===== src/rtl/pdu_lq_sequencer_pkg.sv =====
// Shared defaults and FSM state encoding for the PDU logical-qubit sequencer.
// Macro PDU_SEQ_SKIP_EN selects mask-bit skipping in pdu_lq_sequencer.
package pdu_lq_sequencer_pkg;

    localparam int DEF_NUM_LQ     = 8;
    localparam int DEF_NUM_PCH    = 16;
    localparam int DEF_LQADDR_BW  = 3;
    localparam int DEF_PCHADDR_BW = 5;

    localparam logic [DEF_PCHADDR_BW-1:0] DEF_PCHIDX_NONE = '1;

    typedef enum logic [1:0] {
        SEQ_IDLE  = 2'd0,
        SEQ_LOAD  = 2'd1,
        SEQ_ISSUE = 2'd2,
        SEQ_DONE  = 2'd3
    } seq_state_e;

endpackage


===== src/rtl/pdu_lq_sequencer_prienc.sv =====
// Lowest-set-bit priority encoder with an any-bit-set flag; purely combinational.
module pdu_lq_prienc #(
    parameter int N = 8,
    parameter int W = 3
) (
    input  logic [N-1:0] req_i,
    output logic [W-1:0] idx_o,
    output logic         any_o
);

    // Scanning downward lets the lowest set bit win the last assignment.
    always_comb begin
        idx_o = '0;
        any_o = 1'b0;
        for (int i = N - 1; i >= 0; i--) begin
            if (req_i[i]) begin
                idx_o = W'(i);
                any_o = 1'b1;
            end
        end
    end

endmodule


===== src/rtl/pdu_lq_sequencer.sv =====
// Walks a logical-qubit mask one step per handshake, emitting each qubit's patch pair.
// PDU_SEQ_SKIP_EN: visit only set mask bits; otherwise visit every lq, masked-off ones as PCHIDX_NONE.
module pdu_lq_sequencer
    import pdu_lq_sequencer_pkg::*;
#(
    parameter int NUM_LQ     = DEF_NUM_LQ,
    parameter int NUM_PCH    = DEF_NUM_PCH,
    parameter int LQADDR_BW  = DEF_LQADDR_BW,
    parameter int PCHADDR_BW = DEF_PCHADDR_BW
) (
    input  logic                  clk,
    input  logic                  rst,
    input  logic                  map_wr_en,
    input  logic [LQADDR_BW-1:0]  map_wr_lq,
    input  logic [PCHADDR_BW-1:0] map_wr_pch0,
    input  logic [PCHADDR_BW-1:0] map_wr_pch1,
    input  logic                  start_valid,
    output logic                  start_ready,
    input  logic [NUM_LQ-1:0]     lq_mask,
    output logic                  step_valid,
    input  logic                  step_ready,
    output logic [LQADDR_BW-1:0]  lqidx,
    output logic [PCHADDR_BW-1:0] rd_pchidx0,
    output logic [PCHADDR_BW-1:0] rd_pchidx1,
    output logic                  done,
    output logic                  busy
);

    localparam logic [PCHADDR_BW-1:0] PCHIDX_NONE = '1;

    // The all-ones index is reserved as "no patch", so real patches must stay below it.
    if (NUM_PCH >= (1 << PCHADDR_BW)) begin : g_bad_pch_cfg
        $error("NUM_PCH must be below 2**PCHADDR_BW");
    end

    seq_state_e            state_q;
    logic [NUM_LQ-1:0]     pending_q, pending_d;
    logic [PCHADDR_BW-1:0] map_pch0_q [NUM_LQ];
    logic [PCHADDR_BW-1:0] map_pch1_q [NUM_LQ];
    logic                  step_valid_q, done_q, busy_q, start_ready_q;
    logic [LQADDR_BW-1:0]  lqidx_q, sel_lq_d;
    logic [PCHADDR_BW-1:0] pch0_q, pch1_q, sel_pch0_d, sel_pch1_d;
    logic                  has_next;

`ifdef PDU_SEQ_SKIP_EN
    logic sel_any;

    pdu_lq_prienc #(
        .N (NUM_LQ),
        .W (LQADDR_BW)
    ) u_prienc (
        .req_i (pending_q),
        .idx_o (sel_lq_d),
        .any_o (sel_any)
    );

    always_comb begin
        has_next   = sel_any;
        sel_pch0_d = map_pch0_q[sel_lq_d];
        sel_pch1_d = map_pch1_q[sel_lq_d];
    end
`else
    localparam int CNT_BW = $clog2(NUM_LQ + 1);
    logic [CNT_BW-1:0] cnt_q;

    always_comb begin
        has_next   = cnt_q < CNT_BW'(NUM_LQ);
        sel_lq_d   = LQADDR_BW'(cnt_q);
        sel_pch0_d = PCHIDX_NONE;
        sel_pch1_d = PCHIDX_NONE;
        if (pending_q[sel_lq_d]) begin
            sel_pch0_d = map_pch0_q[sel_lq_d];
            sel_pch1_d = map_pch1_q[sel_lq_d];
        end
    end
`endif

    assign pending_d = pending_q & ~(NUM_LQ'(1) << sel_lq_d);

    always_ff @(posedge clk) begin
        if (rst) begin
            for (int i = 0; i < NUM_LQ; i++) begin
                map_pch0_q[i] <= PCHIDX_NONE;
                map_pch1_q[i] <= PCHIDX_NONE;
            end
        end else if (map_wr_en && (32'(map_wr_lq) < 32'(NUM_LQ))) begin
            map_pch0_q[map_wr_lq] <= map_wr_pch0;
            map_pch1_q[map_wr_lq] <= map_wr_pch1;
        end
    end

    always_ff @(posedge clk) begin
        if (rst) begin
            state_q       <= SEQ_IDLE;
            pending_q     <= '0;
            step_valid_q  <= 1'b0;
            done_q        <= 1'b0;
            busy_q        <= 1'b0;
            start_ready_q <= 1'b1;
            lqidx_q       <= '0;
            pch0_q        <= PCHIDX_NONE;
            pch1_q        <= PCHIDX_NONE;
`ifndef PDU_SEQ_SKIP_EN
            cnt_q         <= '0;
`endif
        end else begin
            case (state_q)
                SEQ_IDLE: begin
                    if (start_valid) begin
                        pending_q     <= lq_mask;
                        start_ready_q <= 1'b0;
                        busy_q        <= 1'b1;
                        state_q       <= SEQ_LOAD;
`ifndef PDU_SEQ_SKIP_EN
                        cnt_q         <= '0;
`endif
                    end
                end
                // LOAD and a completed ISSUE handshake share the same step-load path.
                SEQ_LOAD, SEQ_ISSUE: begin
                    if (state_q == SEQ_LOAD || step_ready) begin
                        if (has_next) begin
                            lqidx_q      <= sel_lq_d;
                            pch0_q       <= sel_pch0_d;
                            pch1_q       <= sel_pch1_d;
                            pending_q    <= pending_d;
                            step_valid_q <= 1'b1;
                            state_q      <= SEQ_ISSUE;
`ifndef PDU_SEQ_SKIP_EN
                            cnt_q        <= cnt_q + 1'b1;
`endif
                        end else begin
                            step_valid_q <= 1'b0;
                            done_q       <= 1'b1;
                            state_q      <= SEQ_DONE;
                        end
                    end
                end
                SEQ_DONE: begin
                    done_q        <= 1'b0;
                    busy_q        <= 1'b0;
                    start_ready_q <= 1'b1;
                    state_q       <= SEQ_IDLE;
                end
                default: state_q <= SEQ_IDLE;
            endcase
        end
    end

    assign start_ready = start_ready_q;
    assign step_valid  = step_valid_q;
    assign lqidx       = lqidx_q;
    assign rd_pchidx0  = pch0_q;
    assign rd_pchidx1  = pch1_q;
    assign done        = done_q;
    assign busy        = busy_q;

endmodule


===== config.mk =====
export PLATFORM = sky130hd
export DESIGN_NAME = pdu_lq_sequencer
export DESIGN_NICKNAME = d
export VERILOG_FILES = /design/src/rtl/pdu_lq_sequencer_pkg.sv /design/src/rtl/pdu_lq_sequencer_prienc.sv /design/src/rtl/pdu_lq_sequencer.sv
export SDC_FILE = /design/constraint.sdc
export NUM_CORES = 1
export LEC_CHECK = 0
export ABC_AREA = 1
export BUFFER_PORTS_ARGS = -buffer_cell sky130_fd_sc_hd__buf_2
export CAP_MARGIN = 10
export CORE_MARGIN = 3
export CORE_UTILIZATION = 35
export DETAILED_ROUTE_END_ITERATION = 7
export SKIP_LAST_GASP = 1
export SYNTH_ARGS = -nofsm -noshare
export SYNTH_HDL_FRONTEND = slang
export SYNTH_SLANG_ARGS = --single-unit

===== constraint.sdc =====
create_clock -name clk -period 1.9 [get_ports clk]
set_input_delay 0.19 -clock clk [delete_from_list [all_inputs] [get_ports clk]]
set_output_delay 0.19 -clock clk [all_outputs]
set_load 0.02 [all_outputs]

==> flow_summary.html, run 1 <==
<table>
<tr><th>Metric</th><th>Value</th></tr>
<tr><th colspan="2">Layout</th></tr>
<tr><td>Fin area</td><td>~6500 sq um</td></tr>
<tr><td>Sequential standard cell area</td><td>3080 sq um</td></tr>
<tr><td>Diode count</td><td>0</td></tr>
<tr><td>Final-stage net count</td><td>720</td></tr>
<tr><td>Fillers</td><td>between 1,000 and 1,500</td></tr>
<tr><td>Layout area overhead</td><td>20.3%</td></tr>
<tr><td>Fraction of layout instances using a drive strength above 1</td><td>between 10% and 20%</td></tr>
<tr><td>Finished Layout Cells</td><td>between 800 and 900</td></tr>
<tr><td>Area used by multi-input combinational logic</td><td>roughly 2000 sq um</td></tr>
<tr><th colspan="2">Synth</th></tr>
<tr><td>Count of cell types in the netlist</td><td>23</td></tr>
<tr><td>Synth Net Count</td><td>665</td></tr>
<tr><td>Yosys synthesis warning count</td><td>0</td></tr>
<tr><td>Library cell occupying the most area in the post-synthesis netlist</td><td>sky130_fd_sc_hd__edfxtp_1</td></tr>
<tr><td>Share of flip-flops with an asynchronous set or reset after synthesis</td><td>0%</td></tr>
<tr><td>Post-synth top flop</td><td>sky130_fd_sc_hd__edfxtp_1</td></tr>
<tr><td>Mean instance size in the synthesized netlist</td><td>8.56 sq um</td></tr>
<tr><td>Number of flops mapped to enable cells by yosys</td><td>80</td></tr>
<tr><td>Cells taking the most area after synthesis</td><td>sky130_fd_sc_hd__edfxtp_1, sky130_fd_sc_hd__nand2_1, sky130_fd_sc_hd__dfxtp_1</td></tr>
<tr><td>Post-synthesis sequential area ratio</td><td>a little under three fifths</td></tr>
<tr><td>Cell types with the highest counts after synthesis</td><td>sky130_fd_sc_hd__nand2_1, sky130_fd_sc_hd__edfxtp_1, sky130_fd_sc_hd__nand3_1, sky130_fd_sc_hd__inv_1, sky130_fd_sc_hd__dfxtp_1</td></tr>
<tr><td>Post-synth design cell area</td><td>about 5400 sq um</td></tr>
<tr><td>Total of flip-flops plus latches after synthesis</td><td>approximately 110</td></tr>
<tr><td>Top-area cell type share of the netlist area</td><td>44.5%</td></tr>
<tr><td>Cells after Synth</td><td>630</td></tr>
<tr><td>Most repeated cell in the gate-level netlist after synthesis</td><td>sky130_fd_sc_hd__nand2_1</td></tr>
<tr><th colspan="2">Global routing</th></tr>
<tr><td>Global-route usage over all layers</td><td>16.1%</td></tr>
<tr><td>Gr ovfl total</td><td>0</td></tr>
<tr><td>Antenna violations before repair</td><td>0</td></tr>
<tr><td>Via count of the first global-routing pass</td><td>roughly 4,100</td></tr>
<tr><td>First-pass GRT wire length</td><td>20.6 mm</td></tr>
<tr><td>Pin count of the biggest net entering global routing</td><td>41</td></tr>
<tr><th colspan="2">Critical path</th></tr>
<tr><td>Critical Path AT</td><td>2.05 ns</td></tr>
<tr><td>Maximum fanout count along the critical path</td><td>11</td></tr>
<tr><td>Worst R2R Path Depth</td><td>8</td></tr>
<tr><td>Sort of element at the end of the critical path</td><td>flop</td></tr>
<tr><td>Kind of launch point of the worst setup path</td><td>flop</td></tr>
<tr><td>Required time at the worst-slack endpoint</td><td>2.21 ns</td></tr>
<tr><td>Startpoint-to-endpoint class of the critical path</td><td>reg -&gt; reg</td></tr>
<tr><th colspan="2">Hold path</th></tr>
<tr><td>Worst hold-check path type</td><td>in -&gt; reg</td></tr>
<tr><td>Cell count of the worst hold path</td><td>3</td></tr>
<tr><th colspan="2">Run status</th></tr>
<tr><td>Result of the run</td><td>finished, final reports clean</td></tr>
<tr><th colspan="2">STA</th></tr>
<tr><td>Post-route worst hold slack</td><td>between 0.015 and 0.02 ns</td></tr>
<tr><td>Endpoints failing hold</td><td>0</td></tr>
<tr><td>Share of the cycle needed by the critical path after routing</td><td>92.0%</td></tr>
<tr><td>Min cycle time layout</td><td>1.75 ns</td></tr>
<tr><td>Setup violators final</td><td>0</td></tr>
<tr><td>Headroom to the max-slew limit</td><td>around 56%</td></tr>
<tr><td>Highest attainable clock frequency</td><td>572 MHz</td></tr>
<tr><td>Setup repair after global routing missed its margin</td><td>yes</td></tr>
<tr><td>Slew at the pin closest to its max-slew limit</td><td>between 0.6 and 0.7 ns</td></tr>
<tr><td>Sum of negative setup slack</td><td>0 ns</td></tr>
<tr><td>Layout Skew</td><td>0.00797 ns</td></tr>
<tr><td>Fin. max-slew vios</td><td>0</td></tr>
<tr><th colspan="2">Clocking</th></tr>
<tr><td>Setup Fix Bufs, Post-CTS</td><td>0</td></tr>
<tr><td>Clock-pin slew reported for the worst setup and hold paths after clock tree synthesis</td><td>0.05 ns</td></tr>
<tr><td>Number of clock sinks</td><td>~110</td></tr>
<tr><td>CTS buffer count</td><td>17</td></tr>
<tr><td>Max H-tree Level</td><td>4</td></tr>
<tr><td>Clock root cell</td><td>sky130_fd_sc_hd__clkbuf_16</td></tr>
<tr><td>Clock insertion delay at the later pin of the skew report</td><td>between 0.4 and 0.5 ns</td></tr>
<tr><td>CTS tree</td><td>built</td></tr>
<tr><td>Clock tree buffer depth</td><td>2</td></tr>
<tr><th colspan="2">Placed design</th></tr>
<tr><td>Total placed instance area</td><td>around 6000 sq um</td></tr>
<tr><td>Half-perimeter wire length after detailed placement</td><td>8.68 mm</td></tr>
<tr><td>Post-placement cell count</td><td>849</td></tr>
<tr><td>Count of input and output buffers</td><td>between 40 and 50</td></tr>
<tr><td>GP Congestion</td><td>slightly below 0.8</td></tr>
<tr><th colspan="2">Pwr</th></tr>
<tr><td>Total power divided by cell area</td><td>between 1500 and 2000 nW/um^2</td></tr>
<tr><td>Leakage Power</td><td>~2.7 nW</td></tr>
<tr><td>Total design power</td><td>about 10 mW</td></tr>
<tr><td>Worst VDD drop</td><td>722 uV</td></tr>
<tr><th colspan="2">Route</th></tr>
<tr><td>Average wire per standard cell</td><td>approximately 14 um</td></tr>
<tr><td>Vias</td><td>about 4,200</td></tr>
<tr><td>First DRT Iteration DRCs</td><td>roughly 260</td></tr>
<tr><td>Number of iterations in the first detailed-routing pass</td><td>5</td></tr>
<tr><td>WL final</td><td>between 10 and 15 mm</td></tr>
<tr><td>Residual antenna-violating net count after detailed routing</td><td>0</td></tr>
<tr><td>DRC violation count after routing</td><td>0</td></tr>
<tr><td>DR vias/cell</td><td>about 4.7</td></tr>
<tr><th colspan="2">Floorplanning</th></tr>
<tr><td>Die span in y</td><td>about 130 um</td></tr>
<tr><td>Initial standard-cell utilization of the core</td><td>a little over a third</td></tr>
<tr><td>Area of the placeable core</td><td>roughly 15,000 sq um</td></tr>
<tr><td>Horizontal die dimension</td><td>approximately 130 um</td></tr>
<tr><td>Area of the die</td><td>roughly 17,000 sq um</td></tr>
<tr><td>IO Pins</td><td>43</td></tr>
<tr><td>Cell Rows</td><td>44</td></tr>
<tr><th colspan="2">Flow run</th></tr>
<tr><td>Max-cap viol count</td><td>0</td></tr>
</table>
[through the flow]
| step | util [%] | setup slack (ns) |
|---|---|---|
| floorplan | - | 0.237 |
| global placement | 39.4 | 0.281 |
| global route | 43.8 | -0.00406 |
| finish | 43.8 | 0.152 |
| detailed placement | 39.4 | 0.202 |
| CTS | 43.8 | 0.195 |
[path summary, 6_finish.rpt]
check                   to       start  slack [ns]
max          rd_pchidx1[3]  state_q[0]        0.15
min           pending_q[2]  lq_mask[2]        0.02
max reg2reg  rd_pchidx1[3]  state_q[0]        0.15
min reg2reg     step_valid  step_valid        0.48
[final cells by class]
cell class	count	area share (%)
timing repair buffer	61	5.67
clock buffer	19	6.67
multi-input combinational	445	30.7
sequential	114	47.5
clock inverter	10	3.24
inverter	46	2.70
tap	184	3.55
[routing by layer]
layer	vias to the layer above	wire, um	global-route usage [%]
li1	2134	-	-
met3	26	733	5.16
met1	1880	5760	20.6
met4	0	308	6.36
met5	-	0	0
met2	110	5720	25.3
[where the power goes]
group	switching [mW]	internal, mW	leakage [nW]
registers	0.205	3.07	1.08
logic	2.23	1.07	1.27
clock network	1.09	2.43	0.309
[critical path, cell delays in order (launching register included)]
cell                      delay [ns]
sky130_fd_sc_hd__dfxtp_1        0.37
sky130_fd_sc_hd__inv_1          0.08
sky130_fd_sc_hd__ha_1           0.44
sky130_fd_sc_hd__inv_2          0.08
sky130_fd_sc_hd__nor2_2         0.13
sky130_fd_sc_hd__nand2_1        0.14
sky130_fd_sc_hd__buf_4          0.21
sky130_fd_sc_hd__a21oi_1        0.13
sky130_fd_sc_hd__nand2_1        0.07
[layout by cell type (no fill, tap or decap), types with 3 or more instances in the layout]
master	count
sky130_fd_sc_hd__o21ai_0	18
sky130_fd_sc_hd__ha_1	9
sky130_fd_sc_hd__edfxtp_1	80
sky130_fd_sc_hd__clkbuf_16	17
sky130_fd_sc_hd__a21oi_1	25
sky130_fd_sc_hd__nand2_2	8
sky130_fd_sc_hd__nand3_2	3
sky130_fd_sc_hd__buf_4	17
sky130_fd_sc_hd__dfxtp_1	34
sky130_fd_sc_hd__bufinv_16	6
sky130_fd_sc_hd__nor2_1	19
sky130_fd_sc_hd__nand2_1	290
sky130_fd_sc_hd__o21ai_2	6
sky130_fd_sc_hd__inv_2	9
sky130_fd_sc_hd__nand3_1	48
sky130_fd_sc_hd__nor2_2	14
sky130_fd_sc_hd__buf_2	42
sky130_fd_sc_hd__inv_1	35
[cell families after synthesis]
logic type | count (synthesis) | share of synthesized area (%)
AND/OR/NAND/NOR | 386 | 29.6
adder cells (fa/ha/maj) | 9 | 2.09
buffers and inverters | 71 | 5.92
AO/OA/AOI/OAI | 50 | 5.27
flip-flops | 114 | 57.2
[sequential cells by signal, indices dropped and copies added (netlist names), 2 cells and up, named ones only]
name,count
state_q,2
map_pch0_q,40
rd_pchidx1,5
cnt_q,4
rd_pchidx0,5
lqidx,3
map_pch1_q,40
pending_q,8
[repair_timing]
item / CTS / global route
setup endpoints to repair: 0 / 2
hold buffers: 1 / 0
endpoints found under the hold margin: 1 / 0
gates resized for setup: 0 / 1
Note: power is estimated with default switching activity, not from simulation.
==> run 2, diff against run 1 <==
--- a/config.mk
+++ b/config.mk
@@ -5,12 +5,12 @@
 export SDC_FILE = /design/constraint.sdc
 export NUM_CORES = 1
 export LEC_CHECK = 0
-export ABC_AREA = 1
 export BUFFER_PORTS_ARGS = -buffer_cell sky130_fd_sc_hd__buf_2
 export CAP_MARGIN = 10
 export CORE_MARGIN = 3
-export CORE_UTILIZATION = 35
+export CORE_UTILIZATION = 60
 export DETAILED_ROUTE_END_ITERATION = 7
+export PLACE_DENSITY = 0.8
 export SKIP_LAST_GASP = 1
 export SYNTH_ARGS = -nofsm -noshare
 export SYNTH_HDL_FRONTEND = slang
==> run 2 against run 1 <==
  * Largest power group unchanged
  * Global-route usage rose by 9.1 points
  * Critical path type unchanged
  * Critical path depth down 1
  * Synthesized area decreased by 2.1%
  * Combinational power down 44%
  * Sequential share of layout area up 1.2 points
  * Die area shrank 41%
  * Synthesized cell count fell by 40%
  * Via count decreased by 18%
  * Sequential power decreased by 7.6%
  * Power shrank 21%
  * Routed wire length is 6.0% lower
==> flow_summary.html, run 2 <==
<table>
<tr><th>Metric</th><th>Value</th></tr>
<tr><th colspan="2">Layout</th></tr>
<tr><td>Fillers</td><td>about 490</td></tr>
<tr><td>Finished Layout Cells</td><td>between 500 and 600</td></tr>
<tr><td>Layout area overhead</td><td>20.0%</td></tr>
<tr><td>Area used by multi-input combinational logic</td><td>~2100 sq um</td></tr>
<tr><td>Fraction of layout instances using a drive strength above 1</td><td>about 37%</td></tr>
<tr><td>Most frequent cells in the layout</td><td>sky130_fd_sc_hd__edfxtp_1, sky130_fd_sc_hd__or2_2, sky130_fd_sc_hd__buf_2</td></tr>
<tr><td>Utilization after layout</td><td>between 70 and 80%</td></tr>
<tr><td>Final-stage net count</td><td>~480</td></tr>
<tr><td>Largest registers in the final layout</td><td>map_pch0_q x40, map_pch1_q x40, pending_q x8</td></tr>
<tr><td>Most common cell after layout, fill and taps aside</td><td>sky130_fd_sc_hd__edfxtp_1</td></tr>
<tr><td>Diode count</td><td>0</td></tr>
<tr><td>Sequential standard cell area</td><td>about 3100 sq um</td></tr>
<tr><th colspan="2">Clocking</th></tr>
<tr><td>Setup Fix Bufs, Post-CTS</td><td>0</td></tr>
<tr><td>Clock-pin slew reported for the worst setup and hold paths after clock tree synthesis</td><td>approximately 0.06 ns</td></tr>
<tr><td>CTS buffer count</td><td>17</td></tr>
<tr><td>Clock insertion delay at the later pin of the skew report</td><td>0.51 ns</td></tr>
<tr><td>Max H-tree Level</td><td>4</td></tr>
<tr><td>Clock tree buffer depth</td><td>2</td></tr>
<tr><td>Clock root cell</td><td>sky130_fd_sc_hd__clkbuf_8</td></tr>
<tr><td>Number of clock sinks</td><td>~110</td></tr>
<tr><td>CTS tree</td><td>built</td></tr>
<tr><th colspan="2">Synth</th></tr>
<tr><td>Post-synthesis sequential area ratio</td><td>approximately 60%</td></tr>
<tr><td>Multiplexer share of the synthesized area</td><td>13.5%</td></tr>
<tr><td>Post-synth design cell area</td><td>about 5300 sq um</td></tr>
<tr><td>Cells after Synth</td><td>~380</td></tr>
<tr><td>Yosys synthesis warning count</td><td>0</td></tr>
<tr><td>Count of cell types in the netlist</td><td>37</td></tr>
<tr><td>Library cell occupying the most area in the post-synthesis netlist</td><td>sky130_fd_sc_hd__edfxtp_1</td></tr>
<tr><td>Fraction of the mapped netlist area in adder cells</td><td>approximately 2.1%</td></tr>
<tr><td>Largest family of logic cells by synthesized area</td><td>simple AND/OR/NAND/NOR gates</td></tr>
<tr><td>Top-area cell type share of the netlist area</td><td>45.5%</td></tr>
<tr><td>Area share of and/or/nand/nor cells after synthesis</td><td>around 15%</td></tr>
<tr><td>Total of flip-flops plus latches after synthesis</td><td>114</td></tr>
<tr><td>Number of flops mapped to enable cells by yosys</td><td>80</td></tr>
<tr><td>Share of the synthesized area in compound gates (AO/OA/AOI/OAI)</td><td>between 7 and 8%</td></tr>
<tr><td>Cells taking the most area after synthesis</td><td>sky130_fd_sc_hd__edfxtp_1, sky130_fd_sc_hd__dfxtp_1, sky130_fd_sc_hd__mux4_1</td></tr>
<tr><td>XOR/XNOR share of the synthesized area</td><td>0%</td></tr>
<tr><td>Most repeated cell in the gate-level netlist after synthesis</td><td>sky130_fd_sc_hd__edfxtp_1</td></tr>
<tr><td>Post-synth top flop</td><td>sky130_fd_sc_hd__edfxtp_1</td></tr>
<tr><td>Share of flip-flops with an asynchronous set or reset after synthesis</td><td>0%</td></tr>
<tr><td>Cell types with the highest counts after synthesis</td><td>sky130_fd_sc_hd__edfxtp_1, sky130_fd_sc_hd__or2_2, sky130_fd_sc_hd__nand2b_1, sky130_fd_sc_hd__dfxtp_1, sky130_fd_sc_hd__mux2i_1</td></tr>
<tr><td>Mean instance size in the synthesized netlist</td><td>between 10 and 15 sq um</td></tr>
<tr><td>Synth Net Count</td><td>approximately 410</td></tr>
<tr><th colspan="2">STA</th></tr>
<tr><td>Layout Skew</td><td>between 0.009 and 0.01 ns</td></tr>
<tr><td>Fin. max-slew vios</td><td>0</td></tr>
<tr><td>Setup repair after global routing missed its margin</td><td>yes</td></tr>
<tr><td>Highest attainable clock frequency</td><td>approximately 550 MHz</td></tr>
<tr><td>Slew at the pin closest to its max-slew limit</td><td>approximately 0.53 ns</td></tr>
<tr><td>Slack of the critical path</td><td>between 0.06 and 0.07 ns</td></tr>
<tr><td>Setup violators final</td><td>0</td></tr>
<tr><td>Min cycle time layout</td><td>around 1.8 ns</td></tr>
<tr><td>Headroom to the max-slew limit</td><td>between 60% and 70%</td></tr>
<tr><td>Endpoints failing hold</td><td>0</td></tr>
<tr><td>Share of the cycle needed by the critical path after routing</td><td>between 90% and 100%</td></tr>
<tr><th colspan="2">Route</th></tr>
<tr><td>WL final</td><td>around 12 mm</td></tr>
<tr><td>DR vias/cell</td><td>6.12</td></tr>
<tr><td>First DRT Iteration DRCs</td><td>between 300 and 400</td></tr>
<tr><td>Average wire per standard cell</td><td>~21 um</td></tr>
<tr><td>Vias</td><td>3,421</td></tr>
<tr><td>DRC violation count after routing</td><td>0</td></tr>
<tr><td>Number of iterations in the first detailed-routing pass</td><td>5</td></tr>
<tr><td>Residual antenna-violating net count after detailed routing</td><td>0</td></tr>
<tr><th colspan="2">Hold path</th></tr>
<tr><td>Cell count of the worst hold path</td><td>3</td></tr>
<tr><td>Worst hold-check path type</td><td>in -&gt; reg</td></tr>
<tr><td>Hold path start</td><td>lq_mask[2]</td></tr>
<tr><th colspan="2">Global routing</th></tr>
<tr><td>Via count of the first global-routing pass</td><td>3,453</td></tr>
<tr><td>Met2 global-route usage</td><td>40.7%</td></tr>
<tr><td>Gr ovfl total</td><td>0</td></tr>
<tr><td>First-pass GRT wire length</td><td>18.3 mm</td></tr>
<tr><td>Most Used Layer, Global Route</td><td>met2</td></tr>
<tr><td>Global-route met3 utilization</td><td>~7.4%</td></tr>
<tr><td>Global-route usage over all layers</td><td>between 20% and 30%</td></tr>
<tr><td>Global-route met1 utilization</td><td>about 33%</td></tr>
<tr><td>Pin count of the biggest net entering global routing</td><td>24</td></tr>
<tr><td>Antenna violations before repair</td><td>0</td></tr>
<tr><th colspan="2">Critical path</th></tr>
<tr><td>Startpoint-to-endpoint class of the critical path</td><td>reg -&gt; reg</td></tr>
<tr><td>Worst reg2reg path endpoint</td><td>cnt_q[2]</td></tr>
<tr><td>Flop-to-flop setup slack</td><td>0.07 ns</td></tr>
<tr><td>Required time at the worst-slack endpoint</td><td>between 2 and 2.5 ns</td></tr>
<tr><td>CP Launch Point</td><td>state_q[0]</td></tr>
<tr><td>Launch point of the worst reg-to-reg path</td><td>state_q[0]</td></tr>
<tr><td>End point of the critical path</td><td>cnt_q[2]</td></tr>
<tr><td>Critical Path AT</td><td>between 2 and 2.5 ns</td></tr>
<tr><td>Maximum fanout count along the critical path</td><td>6</td></tr>
<tr><td>Kind of launch point of the worst setup path</td><td>flop</td></tr>
<tr><td>Sort of element at the end of the critical path</td><td>flop</td></tr>
<tr><td>Worst R2R Path Depth</td><td>7</td></tr>
<tr><th colspan="2">Run status</th></tr>
<tr><td>Result of the run</td><td>finished, final reports clean</td></tr>
<tr><th colspan="2">Placed design</th></tr>
<tr><td>Half-perimeter wire length after detailed placement</td><td>7.51 mm</td></tr>
<tr><td>Minimum setup slack after placement</td><td>-0.00583 ns</td></tr>
<tr><td>Post-placement cell count</td><td>526</td></tr>
<tr><td>Count of input and output buffers</td><td>42</td></tr>
<tr><td>GP Congestion</td><td>0.798</td></tr>
<tr><th colspan="2">Floorplanning</th></tr>
<tr><td>Horizontal die dimension</td><td>about 100 um</td></tr>
<tr><td>Area of the die</td><td>roughly 10000 sq um</td></tr>
<tr><td>Initial standard-cell utilization of the core</td><td>between 60% and 70%</td></tr>
<tr><td>Area of the placeable core</td><td>8380 sq um</td></tr>
<tr><td>Cell Rows</td><td>33</td></tr>
<tr><td>IO Pins</td><td>43</td></tr>
<tr><td>Die span in y</td><td>about 100 um</td></tr>
<tr><th colspan="2">Pwr</th></tr>
<tr><td>Leakage Power</td><td>~2.2 nW</td></tr>
<tr><td>Total design power</td><td>about 8 mW</td></tr>
<tr><td>Worst VDD drop</td><td>722 uV</td></tr>
<tr><td>Total power divided by cell area</td><td>1260 nW/um^2</td></tr>
<tr><th colspan="2">Flow run</th></tr>
<tr><td>Max-cap viol count</td><td>0</td></tr>
</table>
## run 2: changes by cell type after synthesis, moves of 16 or more
cell,delta
sky130_fd_sc_hd__inv_1,-29
sky130_fd_sc_hd__mux2i_1,+18
sky130_fd_sc_hd__mux4_1,+16
sky130_fd_sc_hd__nand2_1,-279
sky130_fd_sc_hd__nand2b_1,+37
sky130_fd_sc_hd__nand3_1,-45
sky130_fd_sc_hd__or2_2,+46
## run 2: power breakdown
group | internal, mW | switching, mW
sequential | 2.91 | 0.111
combinational | 0.785 | 1.05
clock | 2.05 | 1.09
## run 2: stage by stage
step / hold slack, ns / area [sq um] / setup TNS (ns)
floorplan: 0.368 / 5280 / 0
global placement: 0.473 / 5710 / 0
detailed placement: 0.481 / 5710 / -0.00583
CTS: 0.00992 / 6300 / 0
global route: 0.0203 / 6330 / -0.0392
finish: 0.0216 / 6330 / 0
## run 2: repair_timing
action,in CTS,in global routing
endpoints found under the setup margin,5,18
gates resized for setup,1,9
hold buffers,1,0
endpoints found under the hold margin,1,0
## run 2: worst max-delay path, stage by stage (launching register included)
cell and delay [ns]:
sky130_fd_sc_hd__dfxtp_1 0.38, sky130_fd_sc_hd__inv_1 0.08, sky130_fd_sc_hd__ha_1 0.37, sky130_fd_sc_hd__o21ai_2 0.14
sky130_fd_sc_hd__a2bb2oi_2 0.20, sky130_fd_sc_hd__buf_4 0.15, sky130_fd_sc_hd__o21ai_1 0.24, sky130_fd_sc_hd__a21oi_1 0.13
## run 2: layout make-up
cell class | instances | area share (%)
multi-input combinational | 232 | 32.4
clock inverter | 11 | 2.15
timing repair buffer | 70 | 7.27
tap | 105 | 2.07
inverter | 6 | 0.356
clock buffer | 21 | 7.09
sequential | 114 | 48.7
## run 2: worst min-delay path by stage
stage                        to  slack, ns
3_3_place_gp      rd_pchidx0[0]       0.47
6_report           pending_q[2]       0.02
2_1_floorplan  map_pch0_q[3][0]       0.37
5_1_grt            pending_q[3]       0.02
4_1_cts            pending_q[3]       0.01
3_5_place_dp      rd_pchidx1[3]       0.48
## run 2: per-layer routing
metal | part of all wire (%) | routed length, um
met1 | 40 | 4690
met2 | 51 | 6000
met3 | 7.8 | 914
met4 | 1.5 | 178
met5 | 0 | 0
## run 2: cells by family (layout without fill, tap and decap cells)
| group | count (synthesis) | in the layout |
|---|---|---|
| and+or+nand+nor | 133 | 133 |
| DFF | 114 | 114 |
| muxes | 39 | 39 |
| AOI/OAI and AO/OA | 51 | 51 |
| buffers and inverters | 32 | 108 |
| adders and majority gates | 9 | 9 |
